<file path="config.mk">
export PLATFORM = sky130hd
export DESIGN_NAME = fetch_unit
export DESIGN_NICKNAME = d
export VERILOG_FILES = /design/src/rtl/fetch_unit_pkg.sv /design/src/rtl/fetch_fifo.sv /design/src/rtl/fetch_unit.sv
export SDC_FILE = /design/constraint.sdc
export NUM_CORES = 1
export LEC_CHECK = 0
export BUFFER_PORTS_ARGS = -buffer_cell sky130_fd_sc_hd__buf_2
export CAP_MARGIN = 20
export CORE_ASPECT_RATIO = 1.2
export CORE_UTILIZATION = 56
export CTS_CLUSTER_DIAMETER = 80
export DETAILED_ROUTE_END_ITERATION = 8
export GPL_TIMING_DRIVEN = 1
export PLACE_DENSITY_LB_ADDON = 0.1
export SETUP_SLACK_MARGIN = 0.1
export SLEW_MARGIN = 5
export SYNTH_ARGS = -nofsm -noshare
export SYNTH_HDL_FRONTEND = slang
export SYNTH_SLANG_ARGS = --single-unit
</file>
<file path="constraint.sdc">
create_clock -name clk -period 7.7 [get_ports clk]
set_input_delay 0.385 -clock clk [delete_from_list [all_inputs] [get_ports clk]]
set_output_delay 0.385 -clock clk [all_outputs]
set_load 0.02 [all_outputs]
</file>
<file path="src/rtl/fetch_unit_pkg.sv">
// Shared definitions for the instruction-fetch stage: reset PC, FSM encoding and buffer entry layout.
package fetch_unit_pkg;

   localparam logic [31:0] RESET_PC_DEFAULT = 32'h0000_0000;
   localparam int          FIFO_ENTRIES     = 2;
   localparam logic [31:0] INSN_NOP         = 32'h0000_0013;

   typedef enum logic [1:0] {
      ST_IDLE  = 2'd0,
      ST_REQ   = 2'd1,
      ST_WAIT  = 2'd2,
      ST_FLUSH = 2'd3
   } fetch_state_t;

   typedef struct packed {
      logic [31:0] pc;
      logic [31:0] insn;
   } fetch_entry_t;

endpackage

</file>
<file path="src/rtl/fetch_fifo.sv">
// Two-entry {pc, insn} instruction buffer with occupancy count and synchronous clear.
module fetch_fifo
   import fetch_unit_pkg::*;
(
   input  logic        clk,
   input  logic        rst,
   input  logic        clear,
   input  logic        push,
   input  logic        pop,
   input  logic [63:0] wr_data,
   output logic [63:0] rd_data,
   output logic [1:0]  count
);

   logic [63:0] mem [FIFO_ENTRIES];
   logic        wr_ptr;
   logic        rd_ptr;
   logic        do_push;
   logic        do_pop;

   assign do_pop  = pop && (count != 2'd0);
   assign do_push = push && ((count != 2'd2) || do_pop);
   assign rd_data = mem[rd_ptr];

   // NOTE: the storage array is reset as well, so the head reads as zero straight out of reset.
   always_ff @(posedge clk or posedge rst) begin
      if (rst) begin
         mem[0] <= '0;
         mem[1] <= '0;
         wr_ptr <= 1'b0;
         rd_ptr <= 1'b0;
         count  <= 2'd0;
      end else if (clear) begin
         wr_ptr <= 1'b0;
         rd_ptr <= 1'b0;
         count  <= 2'd0;
      end else begin
         if (do_push) begin
            mem[wr_ptr] <= wr_data;
            wr_ptr      <= ~wr_ptr;
         end
         if (do_pop) begin
            rd_ptr <= ~rd_ptr;
         end
         count <= count + {1'b0, do_push} - {1'b0, do_pop};
      end
   end

endmodule

</file>
<file path="src/rtl/fetch_unit.sv">
// Instruction-fetch stage: owns the PC, runs the imem req/ack handshake and feeds decode from a 2-entry buffer.
module fetch_unit
   import fetch_unit_pkg::*;
#(
   parameter logic [31:0] RESET_PC   = RESET_PC_DEFAULT,
   parameter int          FIFO_DEPTH = FIFO_ENTRIES
)(
   input  logic        clk,
   input  logic        rst,
   output logic        imem_req,
   output logic [31:0] imem_addr,
   input  logic        imem_ack,
   input  logic [31:0] imem_rdata,
   input  logic        redirect_valid,
   input  logic [31:0] redirect_pc,
   output logic        insn_valid,
   input  logic        insn_ready,
   output logic [31:0] insn,
   output logic [31:0] insn_pc
);

   localparam logic [2:0] DEPTH = 3'(FIFO_DEPTH);

   fetch_state_t state;
   fetch_state_t state_nxt;
   logic [31:0]  pc;
   logic [31:0]  pc_nxt;
   logic [31:0]  flush_addr;
   logic [31:0]  flush_addr_nxt;
   logic [1:0]   count;
   logic [63:0]  head;
   logic         outstanding;
   logic         push;
   logic         pop;
   logic [2:0]   occ_after;

   assign outstanding = (state == ST_REQ) || (state == ST_FLUSH);
   assign imem_req    = outstanding;
   // In FLUSH the old request stays on the bus while pc already holds the redirect target.
   assign imem_addr   = (state == ST_FLUSH) ? flush_addr : pc;

   assign insn_valid  = (count != 2'd0);
   assign push        = (state == ST_REQ) && imem_ack && !redirect_valid;
   assign pop         = insn_valid && insn_ready && !redirect_valid;
   assign occ_after   = {1'b0, count} + {2'b00, push} - {2'b00, pop};
   assign {insn_pc, insn} = head;

   fetch_fifo u_fifo (
      .clk     (clk),
      .rst     (rst),
      .clear   (redirect_valid),
      .push    (push),
      .pop     (pop),
      .wr_data ({pc, imem_rdata}),
      .rd_data (head),
      .count   (count)
   );

   // NOTE: every signal written here gets its default first so no latch can be inferred.
   always_comb begin
      state_nxt      = state;
      pc_nxt         = pc;
      flush_addr_nxt = flush_addr;
      if (redirect_valid) begin
         pc_nxt = redirect_pc & ~32'h3;
         if (outstanding && !imem_ack) begin
            state_nxt = ST_FLUSH;
            if (state == ST_REQ) begin
               flush_addr_nxt = pc;
            end
         end else begin
            state_nxt = ST_REQ;
         end
      end else begin
         case (state)
            ST_IDLE:  state_nxt = ST_REQ;
            ST_REQ: begin
               if (imem_ack) begin
                  pc_nxt    = pc + 32'd4;
                  state_nxt = (occ_after < DEPTH) ? ST_REQ : ST_WAIT;
               end
            end
            ST_WAIT: begin
               if (occ_after < DEPTH) begin
                  state_nxt = ST_REQ;
               end
            end
            ST_FLUSH: begin
               if (imem_ack) begin
                  state_nxt = ST_REQ;
               end
            end
            default:  state_nxt = ST_IDLE;
         endcase
      end
   end

   // NOTE: state registers use non-blocking assignments so all updates see pre-edge values.
   always_ff @(posedge clk or posedge rst) begin
      if (rst) begin
         state      <= ST_IDLE;
         pc         <= RESET_PC;
         flush_addr <= RESET_PC;
      end else begin
         state      <= state_nxt;
         pc         <= pc_nxt;
         flush_addr <= flush_addr_nxt;
      end
   end

endmodule
</file>
After elaboration in Yosys (flattened, before gate mapping)
Cells that the tools add are included.
{ "op_classes": {"add_sub_neg": 5, "magnitude_cmp": 4, "n_eq_ne": 7, "muxes": 22, "bitwise": 5, "reduce_logical": 22} }
{ "op_table": {"columns": ["cell", "count"], "rows": [
  ["2-to-1 mux 64 bit", 4],
  ["bitwise mux 128 bit", 1],
  ["2-to-1 mux 32 bit", 4],
  ["demux 64 bit (select 1 bit)", 1],
  ["adder 32 x 3 -> 32 bit (second input constant)", 1],
  ["2-to-1 mux 2 bit", 7],
  ["nonzero test 2 bit", 5],
  ["inequality test 3 bit (second input constant)", 3],
  ["logical AND 1 bit", 8],
  ["case mux 2 bit (4 select lines)", 1],
  ["AND reduction 3 bit", 2],
  ["== test 2 bit (second input constant)", 2],
  [">= comparator 2 bit (second input constant)", 2],
  ["2-to-1 mux 1 bit", 4],
  ["inverter 1 -> 2 bit", 2],
  ["AND reduction 2 bit", 2],
  ["adder 2 x 1 -> 3 bit", 1],
  ["< comparator 3 x 2 -> 1 bit (second input constant)", 1],
  ["inverter 1 bit", 3],
  ["subtractor 3 x 1 -> 3 bit", 1],
  ["adder 2 x 1 -> 2 bit", 1],
  ["== test 2 x 1 -> 1 bit (second input constant)", 1],
  ["zero test 1 bit", 2],
  ["zero test 2 bit", 1],
  ["4 further kinds", 5]
]} }
{ "word_totals": {"ff_bits": 198, "inputBits": 69, "output_inout_bits": 98, "word_cells": 73} }

Depth between registers and ports, before layout
Gate-level depths: netlist of the first run.
{ "logic_depth": {"word_depth": 10, "depth_mapped": 12, "ltp_nobuf": 10} }

Modules after synthesis
Synthesis of the first run repeated with hierarchy kept, for this count alone.
{ "unflattened": {"cells_unflattened": 692, "area_unflattened_um2": 9405.3} }
{ "modules_own_cells": {"columns": ["mod", "n_inst", "cells_per_inst", "area_per_inst_um2", "seq_area_each_um2"], "rows": [
  ["fetch_fifo", 1, 364, 5973.2, 3303.2],
  ["fetch_unit", 1, 328, 3432.0, 1551.5]
]} }

Worst setup path before layout of the first run
No wires, ideal clock.
{ "synth_path": {"path_kind": "input -> register", "start": "input port redirect_valid", "end": "register state[1]", "setup_ns": 0.121, "t_arrival_ns": 3.023, "t_required_ns": 7.579, "setup_slack_ns": 4.556, "stages": 12, "path_buffers": 4, "path_cell_list": "clkbuf_1 -> clkbuf_1 -> clkbuf_1 -> clkbuf_1 -> nor2_1 -> ha_1 -> or3_1 -> fa_1 -> xnor2_1 -> a21oi_1 -> o2bb2ai_1 -> a22o_1"} }
{ "synth_between": {"elab_chain_len": 9, "elab_cells_between_ends": 14, "classes_between": "2 x add/sub; 1 x order compare; 3 x eq/ne; 4 x mux; 4 x reduce/logical"} }
{ "synth_rtl": {"columns": ["element", "line_no", "source"], "rows": [
  ["start, declared", "fetch_unit.sv:14", "input logic redirect_valid,"],
  ["zero test 1 bit", "fetch_unit.sv:43, fetch_unit.sv:44", null],
  ["logical AND 1 bit", "fetch_unit.sv:43", "assign push = (state == ST_REQ) && imem_ack && !redirect_valid;"],
  ["adder 2 x 1 -> 3 bit", "fetch_unit.sv:45", "assign occ_after = {1'b0, count} + {2'b00, push} - {2'b00, pop};"],
  ["subtractor 3 x 1 -> 3 bit", "fetch_unit.sv:45", null],
  ["< comparator 3 x 2 -> 1 bit", "fetch_unit.sv:80, fetch_unit.sv:84", null],
  ["2-to-1 mux 2 bit", "fetch_unit.sv:80", "state_nxt = (occ_after < DEPTH) ? ST_REQ : ST_WAIT;"],
  ["2-to-1 mux 2 bit", "fetch_unit.sv:78", "if (imem_ack) begin"],
  ["case mux 2 bit (4 select lines)", "fetch_unit.sv:75", "case (state)"],
  ["2-to-1 mux 2 bit", "fetch_unit.sv:64", "if (redirect_valid) begin"],
  ["end signal, assigned", "fetch_unit.sv:105", "state <= state_nxt;"],
  ["end, declared", "fetch_unit.sv:24", "fetch_state_t state;"]
]} }
Several ways; a longest one is shown, not always the timed one. The select of a mux whose other input is x is not followed.
A chain may end at the register's enable or synchronous reset.

Worst setup path in the final report of the first run
{ "layout_path": {"start": "input port redirect_valid", "end": "register flush_addr[23]"} }
{ "layout_between": {"elab_chain_len": 1} }
{ "layout_rtl": {"columns": ["element", "line_no", "source"], "rows": [
  ["AND reduction 3 bit (no line)", null, null],
  ["end signal, assigned", "fetch_unit.sv:107", "flush_addr <= flush_addr_nxt;"],
  ["end, declared", "fetch_unit.sv:28", "logic [31:0] flush_addr;"]
]} }
Every way passes these cells.

==> results of run 1 <==
-- cell usage after synthesis, types with 5 or more instances --
cell,n,area [µm²]
mux2_2,246,2770
nand3_1,19,95.09
nor2_1,15,56.30
or3_1,5,31.28
or4_1,16,120.1
clkbuf_1,31,116.4
inv_1,6,22.52
buf_1,5,18.77
xnor2_1,7,61.31
buf_2,15,75.07
o31ai_1,7,52.55
xor2_1,8,70.07
dfrtp_1,190,4755
o21ai_0,17,85.08
nor2b_1,6,37.54
a31oi_1,8,50.05
nand2_1,37,138.9
nand4_1,9,56.30
o211ai_1,7,52.55
-- sequential cells by signal, summed over array words and instances, names as in the netlist --
register       count
u_fifo.rd_ptr      1
u_fifo.mem       124
pc                30
state              2
u_fifo.wr_ptr      1
flush_addr        30
u_fifo.count       2
-- metal layers --
metal	part of all wire	vias to the layer above
met1	0.40	3107
li1	-	2781
met5	0	-
met2	0.52	152
met3	0.047	35
met4	0.027	0
-- final timing paths --
| check | start | endpoint | slack, ns | cells past startpoint |
|---|---|---|---|---|
| worst max-delay path | redirect_valid | flush_addr[23]$_DFFE_PP0P_ | 4.78 | 6 |
| worst min-delay path | rst | u_fifo.mem[11]$_DFFE_PP0P_ | 0.10 | 2 |
| worst max register to register | u_fifo.count[1]$_DFF_PP0_ | u_fifo.mem[2]$_DFFE_PP0P_ | 4.82 | 5 |
| worst min register to register | u_fifo.mem[4]$_DFFE_PP0P_ | u_fifo.mem[4]$_DFFE_PP0P_ | 0.50 | 1 |
| max in group asynchronous | rst | flush_addr[29]$_DFFE_PP0P_ | 6.07 | 3 |
| min in group clk | redirect_pc[27] | pc[27]$_DFFE_PP0P_ | 0.17 | 3 |
-- power by group --
part / total [µW] / internal, µW / switching (µW)
Clock: 990 / 610 / 379
Combinational: 1550 / 772 / 778
Sequential: 1670 / 1420 / 253
Total: 4210 / 2800 / 1410
-- cells in the final DEF, fill, tap and decap left out, drive strengths merged, types with 2 or more instances in the layout --
cell type,count
nand2,37
nor2b,6
and4,4
xnor2,7
mux2,246
nand3b,2
inv,9
nor2,15
xor2,8
o31ai,7
buf,168
a31oi,8
o21ai,17
or4,17
a21oi,2
clkinv,3
o211ai,7
clkbuf,18
nor4,4
clkinvlp,2
dfrtp,190
bufinv,6
ha,4
and3,4
or3,5
nand4,10
nor3,4
nand3,19
conb,4
-- critical path, delay by kind of cell --
family	cells	cell delay [ns]
buf+inv	4	1.54
simple gates	1	0.86
mux	1	0.39
-- through the flow --
step / total power [µW] / std cells / area, µm² / hold WS, ns
3_3_place_gp: 3156 / 1023 / 9991 / 0.4805
2_1_floorplan: 2782 / 707 / 9115 / 0.4737
3_5_place_dp: 3247 / 1023 / 9991 / 0.4871
4_1_cts: 4244 / 1055 / 10660 / 0.1377
6_report: 4210 / 1056 / 10660 / 0.1049
5_1_grt: 4437 / 1055 / 10660 / 0.1654
-- cell type report --
| class | instances | area [µm²] | share of cell area |
|---|---|---|---|
| Tap cell | 208 | 260.3 | 0.02442 |
| Timing Repair Buffer | 168 | 860.8 | 0.08076 |
| Multi-Input combinational cell | 451 | 4084 | 0.3831 |
| Antenna cell | 1 | 2.502 | 0.0002348 |
| Inverter | 6 | 30.03 | 0.002817 |
| Clock buffer | 18 | 429.2 | 0.04026 |
| Sequential cell | 190 | 4756 | 0.4462 |
| Clock inverter | 14 | 236.5 | 0.02219 |
-- logic make-up (layout without fill, tap and decap cells) --
group,Yosys count,count (layout),synth area share
mux,247,247,0.3054
flops,190,190,0.5223
simple gates,133,133,0.08384
buf+inv,66,206,0.03230
compound gates,47,47,0.03367
xor+xnor,15,15,0.01443
fa+ha+maj,5,5,0.007697
other cells,1,5,0.0004119
==> metrics.md, run 1 <==
| Metric | Value |
|---|---|
| Status | `finished, final reports clean` |
| Element type at the critical path end | `flip-flop` |
| Port Buffers | `160` |
| Remaining DRCs | `0` |
| Setup TNS | `0 ns` |
| RSZ-0062 raised after global routing | `no` |
| Hold Violations, Final | `0` |
| Initial Util | `0.5775` |
| Postcts setup bufs | `0` |
| Met2 Use GR | `0.4365` |
| Slowest cell on the critical path | `nor4b_2` |
| RePlAce Congestion | `0.8047` |
| CP required | `8.02 ns` |
| H-tree lvl count | `4` |
| Seq/Total Area, Yosys | `0.5223` |
| Vias per cell | `5.753` |
| Async set or reset register ratio after synthesis | `1.000` |
| Avg Inst Size Synth | `12.93 µm²` |
| CTS max path bufs | `2` |
| Cell row count | `50` |
| Die width | `118.4 µm` |
| Wire per inst | `18.83 µm` |
| Met3 usage | `0.05587` |
| Share of post-route cells with drive strength above 1 | `0.5396` |
| DP Wirelength | `13.21 mm` |
| Layout area overhead | `17.08%` |
| Synth Warn # | `0` |
| FILL cells | `1231` |
| #FFs+latches synth | `190` |
| Synth Flop Type | `dfrtp_1` |
| Leak | `0.004737 µW` |
| Most Crowded Layer GR | `met2` |
| Hold-fix buffers at CTS | `0` |
| Clock sinks | `190` |
| Max frequency | `0.3421 GHz` |
| Largest net degree at the start of global routing | `112` |
| # IOs | `167` |
| Die area | `0.01677 mm²` |
| Initial antenna violation count | `1` |
| Core ar. | `0.01577 mm²` |
| Rel. slew slack | `0.3438` |
| Number of flops mapped to enable cells by yosys | `0` |
| Die Y | `141.7 µm` |
| Detail Route Antenna Nets | `0` |
| Clk slew on worst S/H paths | `0.07 ns` |
| CP peak stage delay | `0.86 ns` |
| Worst vdd ir | `0.0001881 V` |
| Fin. max-slew vios | `0` |
| Worst Tran Pin Value | `0.9844 ns` |
| Max Cap Viol | `0` |
| Final worst setup slack | `4.777 ns` |
| Total CTS buffers | `17` |
| Met1 GRT Util | `0.2961` |
| CTS tree | `built` |
| Critical Path AT | `3.24 ns` |
| Crit path kind | `primary input to flip-flop` |
| Worst Clk Skew | `0.009666 ns` |
| Crit start category | `primary input` |
| Final #Nets | `908` |
| Global-route wire length before repair | `32.46 mm` |
| Root Buffer | `clkbuf_16` |
| Vias in the first global route | `6449` |
| Tmin final | `2.923 ns` |
| Final-report setup violation count | `0` |
| Power per Cell Area | `394.9 mW/mm²` |
| Most used cell, CP | `buf_4` |
| Post-Syn Instances | `704` |
| Vias after detailed routing | `6075` |
| DP Worst Slack | `4.323 ns` |
| HP Class | `primary input to async pin` |
| Fin crit share | `0.3797` |
| Grt ovf | `0` |
| Cell Chain, Critical Path | `buf_2 > buf_4 > inv_1 > nor4b_2 > buf_4 > mux2_2` |
| Critical-path maximum fanout | `59` |
| Aggregate global-route resource usage | `0.2498` |
| Iter 0 DRT Violations | `319` |
| Cell area after synthesis | `0.009104 mm²` |
| Gates resized, CTS repair | `0` |
| WL final | `19.88 mm` |
| Clk_lat worst skew | `0.43 ns` |
| Final Util | `0.6761` |
| Detailed Routing Iterations Pass 1 | `5` |
| Synth cell types | `49` |
Power figures use the tool's default switching activity.
==> run 2: changes to the inputs <==
Settings changed: ABC_AREA set to 1, CORE_UTILIZATION 56 to 51.
Clock period 7.7 ns to 2.66 ns, I/O delays scaled along.
==> metrics.md, run 2 <==
| Metric | Value |
|---|---|
| Worst Clk Skew | `0.008978 ns (was 0.009666 ns)` |
| Largest Register | `u_fifo.mem (unchanged)` |
| Critical Path AT | `2.65 ns (was 3.24 ns)` |
| Worst vdd ir | `0.0006263 V (was 0.0001881 V)` |
| Comb power frac | `0.388 (was 0.368)` |
| HP Class | `primary input to flip-flop (was primary input to async pin)` |
| Most frequent cell after synthesis | `nand2_1 (was mux2_2)` |
| Ranking of synthesized cells by area | `dfrtp_1 52%, nand2_1 20%, o21ai_1 5.9% (was dfrtp_1 52%, mux2_2 30%, nand2_1 1.5%)` |
| Seq/Total Area, Yosys | `0.5194 (was 0.5223)` |
| NetSw | `4854 µW (was 1410 µW)` |
| Avg Inst Size Synth | `7.654 µm² (was 12.93 µm²)` |
| H-tree lvl count | `4 (unchanged)` |
| Async set or reset register ratio after synthesis | `1.000 (unchanged)` |
| Power per Cell Area | `1073 mW/mm² (was 394.9 mW/mm²)` |
| RSZ-0062 raised after global routing | `no (unchanged)` |
| CTS max path bufs | `2 (unchanged)` |
| Sequential share of power | `0.387 (was 0.397)` |
| Grt ovf | `0 (unchanged)` |
| Worst r2r src | `u_fifo.count[1]$_DFF_PP0_ (unchanged)` |
| N_diodes | `0 (was 1)` |
| Biggest regs | `u_fifo.mem (124), flush_addr (30), pc (30) (unchanged)` |
| Initial Util | `0.5209 (was 0.5775)` |
| Top cells by count, synth | `487 x nand2_1, 190 x dfrtp_1, 108 x o21ai_1 (was 246 x mux2_2, 190 x dfrtp_1, 37 x nand2_1)` |
| Worst Tran Pin Value | `0.7335 ns (was 0.9844 ns)` |
| Sw Share | `0.3972 (was 0.3350)` |
| Post-Syn Instances | `1196 (was 704)` |
| WL final | `22.82 mm (was 19.88 mm)` |
| Vias per cell | `5.018 (was 5.753)` |
| Largest net degree at the start of global routing | `125 (was 112)` |
| Crit path kind | `flip-flop to flip-flop (was primary input to flip-flop)` |
| Crit start category | `flip-flop (was primary input)` |
| Max Cap Viol | `0 (unchanged)` |
| Clk slew on worst S/H paths | `0.07 ns (about the same)` |
| Final worst setup slack | `0.3607 ns (was 4.777 ns)` |
| FF-to-FF setup slack | `0.36 ns (was 4.82 ns)` |
| Remaining DRCs | `0 (unchanged)` |
| Die Y | `148.8 µm (was 141.7 µm)` |
| Post-synth top area share | `0.5194 (was 0.5223)` |
| Fin crit share | `0.8644` |
| # IOs | `167 (unchanged)` |
| Hold Path Depth | `4` |
| FILL cells | `1587 (was 1231)` |
| Fin. max-slew vios | `0 (unchanged)` |
| Total CTS buffers | `17 (unchanged)` |
| Setup TNS | `0 ns (unchanged)` |
| Clock power frac | `0.226 (was 0.235)` |
| Vias in the first global route | `7547 (was 6449)` |
| Tot Pwr | `12220 µW (was 4210 µW)` |
| Core ar. | `0.01757 mm² (was 0.01577 mm²)` |
| #FFs+latches synth | `190 (unchanged)` |
| Vias after detailed routing | `8159 (was 6075)` |
| Number of flops mapped to enable cells by yosys | `0 (unchanged)` |
| CP required | `3.01 ns (was 8.02 ns)` |
| Global-route wire length before repair | `37.66 mm (was 32.46 mm)` |
| DP Worst Slack | `0.3681 ns (was 4.323 ns)` |
| Port Buffers | `160 (unchanged)` |
| Hold Crit Start | `redirect_pc[13]` |
| WHS Endpoint | `pc[13]$_DFFE_PP0P_` |
| Tmin final | `2.299 ns` |
| Cell Chain, Critical Path | `inv_1 > nand2_1 > nand2_1 > nor2_1 > ha_1 > or2_2 > fa_1 > nand2_1 > o221ai_1 > o21bai_1 (was buf_2 > buf_4 > inv_1 > nor4b_2 > buf_4 > mux2_2)` |
| Hold Violations, Final | `0 (unchanged)` |
| Cell row count | `53 (was 50)` |
| Final-report setup violation count | `0 (unchanged)` |
| Dominant cell type by area after synthesis | `dfrtp_1 (unchanged)` |
| Leak | `0.005982 µW (was 0.004737 µW)` |
| Cell Int Power | `7366 µW (was 2800 µW)` |
| Synth cell types | `31 (was 49)` |
| CTS tree | `built (unchanged)` |
| Status | `finished, final reports clean (unchanged)` |
| Number of flip-flops in the largest register | `124 (unchanged)` |
| Rel. slew slack | `0.5110 (was 0.3438)` |
| Final hold slack | `0.03846 ns (was 0.1049 ns)` |
| Element type at the critical path end | `flip-flop (unchanged)` |
| Slowest cell on the critical path | `fa_1 (was nor4b_2)` |
| Share of post-route cells with drive strength above 1 | `0.1600 (was 0.5396)` |
| Clk_lat worst skew | `0.42 ns (was 0.43 ns)` |
| Most common cell after layout, fill and taps aside | `nand2_1 (was mux2_2)` |
| Cell area after synthesis | `0.009154 mm² (was 0.009104 mm²)` |
| CP peak stage delay | `0.49 ns (was 0.86 ns)` |
| DP Wirelength | `15.37 mm (was 13.21 mm)` |
| Most used cell, CP | `nand2_1 (was buf_4)` |
| Iter 0 DRT Violations | `628 (was 319)` |
| Critical-path maximum fanout | `4 (was 59)` |
| RePlAce Congestion | `0.9813 (was 0.8047)` |
| Aggregate global-route resource usage | `0.2546 (was 0.2498)` |
| Root Buffer | `clkbuf_16 (unchanged)` |
| Die area | `0.01849 mm² (was 0.01677 mm²)` |
| Wire per inst | `14.03 µm (was 18.83 µm)` |
| Synth Warn # | `0 (unchanged)` |
| Detail Route Antenna Nets | `0 (unchanged)` |
| Detailed Routing Iterations Pass 1 | `5 (unchanged)` |
| Max frequency | `0.4349 GHz` |
| Layout area overhead | `24.43% (was 17.08%)` |
| Gates resized, CTS repair | `0 (unchanged)` |
| Initial antenna violation count | `0 (was 1)` |
| R2R cell count | `10 (was 5)` |
| Synth Flop Type | `dfrtp_1 (unchanged)` |
| Die width | `124.3 µm (was 118.4 µm)` |
| Clock sinks | `190 (unchanged)` |
| Final #Nets | `1467 (was 908)` |
| Worst R2R End | `state[0]$_DFFE_PP0P_ (was u_fifo.mem[2]$_DFFE_PP0P_)` |
| Most frequent cells in the layout | `486 x nand2_1, 189 x dfrtp_1, 160 x buf_2 (was 246 x mux2_2, 189 x dfrtp_1, 160 x buf_2)` |
==> run 2: worst max path at each step <==
stage / startpoint / end / slack [ns] / cells after the start
6_report: u_fifo.count[1]$_DFF_PP0_ / state[0]$_DFFE_PP0P_ / 0.36 / 10
5_1_grt: u_fifo.count[1]$_DFF_PP0_ / state[1]$_DFFE_PP0P_ / 0.22 / 10
4_1_cts: u_fifo.count[1]$_DFF_PP0_ / state[0]$_DFFE_PP0P_ / 0.36 / 10
3_5_place_dp: u_fifo.count[1]$_DFF_PP0_ / state[0]$_DFFE_PP0P_ / 0.37 / 10
3_3_place_gp: u_fifo.count[1]$_DFF_PP0_ / state[0]$_DFFE_PP0P_ / 0.42 / 10
2_1_floorplan: rst / flush_addr[10]$_DFFE_PP0P_ / 0.08 / 1
==> run 2: area by class of cell <==
type                       count  area [µm²]  area share
inverter                      87       331.6     0.02911
clock inverter                12       181.4     0.01593
tap                          220       275.3     0.02417
sequential                   190        4756      0.4176
multi-input combinational    858        3732      0.3277
clock buffer                  20       466.7     0.04098
timing repair buffer         239        1647      0.1446
==> run 2: kinds of logic after synthesis <==
family	share of synthesized area
buffers and inverters	0.07490
xor gates and xnor gates	0.01052
other	0.0004097
DFF	0.5194
adders and majority gates	0.007655
AOI/OAI and AO/OA	0.1189
and+or+nand+nor	0.2682
==> run 2: through the flow <==
stage | area [µm²] | cells | util
after detailed placement | 10130 | 1533 | 0.5765
after CTS | 11390 | 1626 | 0.6481
final | 11390 | 1626 | 0.6481
after global placement | 10130 | 1533 | 0.5765
after global routing | 11390 | 1626 | 0.6481
after floorplan | 9169 | 1199 | -
==> run 2: what timing repair did <==
action	CTS	global route
buffers inserted	0	0
hold buffers	61	0
hold endpoints to repair	106	0
==> run 2: layer usage <==
metal	track usage	vias to the layer above	part of all wire
met5	0	-	0
met4	0.07229	0	0.013
met3	0.03874	21	0.039
met2	0.4171	210	0.48
met1	0.3529	3769	0.46
li1	-	4159	-
==> run 2: power groups by stage <==
stage               Clock, µW  Sequential [µW]  Combinational [µW]
finish                   2760             4730                4740
global route             2930             4880                5290
CTS                      2820             4720                4780
detailed placement          0             4760                4690
global placement            0             4720                4610
floorplan                   0             4600                3330
==> run 2: worst max-delay path: cells and delay by family, from the launching register on <==
family | cells | cell delay [ns]
buffers and inverters | 1 | 0.11
AO/OA/AOI/OAI | 2 | 0.32
adder cells (fa/ha/maj) | 2 | 0.76
flip-flops | 1 | 0.43
AND/OR/NAND/NOR | 5 | 0.62
==> run 3: changes to the inputs <==
Settings changed: CORE_UTILIZATION 51 to 52, CTS_BUF_LIST set to sky130_fd_sc_hd__clkbuf_4.
==> metrics.md, run 3 (synthesized netlist as in run 2, its figures left out) <==
| Metric | Value |
|---|---|
| Status | `finished, final reports clean (unchanged)` |
| Wire per inst | `13.88 µm (was 14.03 µm)` |
| Worst vdd ir | `0.0004260 V (was 0.0006263 V)` |
| Critical Path AT | `2.24 ns (was 2.65 ns)` |
| CP required | `2.53 ns (was 3.01 ns)` |
| Critical-path maximum fanout | `28 (was 4)` |
| Layout area overhead | `22.02% (was 24.43%)` |
| Number of flip-flops in the largest register | `124 (unchanged)` |
| Hold Violations, Final | `0 (unchanged)` |
| Clock sinks | `190 (unchanged)` |
| Vias in the first global route | `7664 (was 7547)` |
| Initial Util | `0.5370 (was 0.5209)` |
| Biggest regs | `u_fifo.mem (124), flush_addr (30), pc (30) (unchanged)` |
| Rel. slew slack | `0.5098 (was 0.5110)` |
| Non-Filler Instances | `1635 (was 1626)` |
| Vias after detailed routing | `8207 (was 8159)` |
| Iter 0 DRT Violations | `509 (was 628)` |
| Global-route wire length before repair | `37.14 mm (was 37.66 mm)` |
| Final-report setup violation count | `0 (unchanged)` |
| Vias per cell | `5.020 (was 5.018)` |
| RSZ-0062 raised after global routing | `no (unchanged)` |
| Initial antenna violation count | `1 (was 0)` |
| Port Buffers | `160 (unchanged)` |
| Fin. max-slew vios | `0 (unchanged)` |
| Crit start category | `flip-flop (unchanged)` |
| Most frequent cells in the layout | `486 x nand2_1, 189 x dfrtp_1, 160 x buf_2 (unchanged)` |
| Root Buffer | `clkbuf_4 (was clkbuf_16)` |
| Tmin final | `2.375 ns (was 2.299 ns)` |
| Remaining DRCs | `0 (unchanged)` |
| Most common cell after layout, fill and taps aside | `nand2_1 (unchanged)` |
| Share of post-route cells with drive strength above 1 | `0.1573 (was 0.1600)` |
| DP Area | `0.01011 mm² (was 0.01013 mm²)` |
| CP peak stage delay | `0.47 ns (was 0.49 ns)` |
| Core ar. | `0.01705 mm² (was 0.01757 mm²)` |
| # IOs | `167 (unchanged)` |
| Largest net degree at the start of global routing | `95 (was 125)` |
| Crit path kind | `flip-flop to output pin (was flip-flop to flip-flop)` |
| Worst r2r src | `u_fifo.count[1]$_DFF_PP0_ (unchanged)` |
| DP Wirelength | `15.32 mm (was 15.37 mm)` |
| CTS tree | `built (unchanged)` |
| H-tree lvl count | `4 (unchanged)` |
| Fin crit share | `0.8927 (was 0.8644)` |
| HP Class | `primary input to flip-flop (unchanged)` |
| Power per Cell Area | `1001 mW/mm² (was 1073 mW/mm²)` |
| Clk_lat worst skew | `0.57 ns (was 0.42 ns)` |
| Worst setup path start | `state[0]$_DFFE_PP0P_ (was u_fifo.count[1]$_DFF_PP0_)` |
| Clk slew on worst S/H paths | `0.15 ns (was 0.07 ns)` |
| WL final | `22.69 mm (was 22.82 mm)` |
| Worst Tran Pin Value | `0.7353 ns (was 0.7335 ns)` |
| Aggregate global-route resource usage | `0.2624 (was 0.2546)` |
| Setup TNS | `0 ns (unchanged)` |
| RePlAce Congestion | `0.9262 (was 0.9813)` |
| Die width | `123.1 µm (was 124.3 µm)` |
| Leak | `0.005868 µW (was 0.005982 µW)` |
| Die area | `0.01814 mm² (was 0.01849 mm²)` |
| Post-Place Cells | `1529 (was 1533)` |
| Die Y | `147.3 µm (was 148.8 µm)` |
| Detail Route Antenna Nets | `0 (unchanged)` |
| Hold Crit Start | `redirect_pc[28] (was redirect_pc[13])` |
| Grt ovf | `0 (unchanged)` |
| Largest Register | `u_fifo.mem (unchanged)` |
| Detailed Routing Iterations Pass 1 | `5 (unchanged)` |
| Max Cap Viol | `0 (unchanged)` |
| Tot Pwr | `11180 µW (was 12220 µW)` |
| Slowest cell on the critical path | `dfrtp_1 (was fa_1)` |
| Max frequency | `0.4211 GHz (was 0.4349 GHz)` |
| Total CTS buffers | `17 (unchanged)` |
| Cell Chain, Critical Path | `nand2_2 > buf_4 > nor2_1 > a21oi_1 > buf_2 (was inv_1 > nand2_1 > nand2_1 > nor2_1 > ha_1 > or2_2 > fa_1 > nand2_1 > o221ai_1 > o21bai_1)` |
| Element type at the critical path end | `output pin (was flip-flop)` |
| Worst Clk Skew | `0.01991 ns (was 0.008978 ns)` |
| Post-route cell area | `0.01117 mm² (was 0.01139 mm²)` |
| CTS max path bufs | `2 (unchanged)` |
| Cell row count | `52 (was 53)` |
| Final #Nets | `1479 (was 1467)` |
| Postcts setup bufs | `0 (unchanged)` |
==> run 3: stage by stage <==
step | hold slack (ns) | utilization | setup WS [ns]
4_1_cts | 0.2452 | 0.6551 | 0.2604
2_1_floorplan | 0.2598 | - | 0.07854
5_1_grt | 0.2785 | 0.6552 | 0.1519
6_report | 0.2995 | 0.6552 | 0.2854
3_3_place_gp | 0.1001 | 0.5933 | 0.4124
3_5_place_dp | 0.1043 | 0.5933 | 0.3697
==> run 3: area by class of cell <==
type	instances	area, µm²
Fill cell	1567	5877
Inverter	87	331.6
Clock buffer	21	157.7
Clock inverter	11	165.2
Tap cell	216	270.3
Timing Repair Buffer	251	1754
Multi-Input combinational cell	858	3732
Sequential cell	190	4756
Antenna cell	1	2.502
==> run 3: path summary, 6_finish.rpt <==
| path | cells past startpoint | slack [ns] | end |
|---|---|---|---|
| worst max-delay path | 5 | 0.29 | imem_addr[29] |
| worst min-delay path | 4 | 0.30 | pc[28]$_DFFE_PP0P_ |
| worst max register to register | 10 | 0.32 | state[0]$_DFFE_PP0P_ |
| worst min register to register | 2 | 0.50 | flush_addr[15]$_DFFE_PP0P_ |
| max in group asynchronous | 5 | 1.28 | u_fifo.mem[2]$_DFFE_PP0P_ |
| min in group asynchronous | 4 | 0.65 | u_fifo.mem[24]$_DFFE_PP0P_ |
==> run 3: timing repair <==
item | 4_1_cts | 5_1_grt
gates resized for setup | 0 | 0
hold buffers | 73 | 0
hold endpoints to repair | 289 | 0
endpoints found under the setup margin | 0 | 0
==> run 3: critical path, delay by kind of cell, from the launching register on <==
| kind | cells | cell delay (ns) |
|---|---|---|
| AOI/OAI and AO/OA | 1 | 0.20 |
| buffers and inverters | 2 | 0.52 |
| DFF | 1 | 0.47 |
| and+or+nand+nor | 2 | 0.48 |
==> run 3: layer usage <==
layer  wire length [µm]  share of wire  GRT usage  vias up
met5                  0              0          0        -
met4                412          0.018    0.08072        0
met3                984          0.043    0.04270       29
met2              11080           0.49     0.4390      181
met1              10220           0.45     0.3477     3823
li1                   -              -          -     4174
==> run 3: power by group <==
part           leakage, µW  internal, µW  switching (µW)
logic              0.00331          1660            3070
registers          0.00239          4040             664
clock network     0.000169           786             963
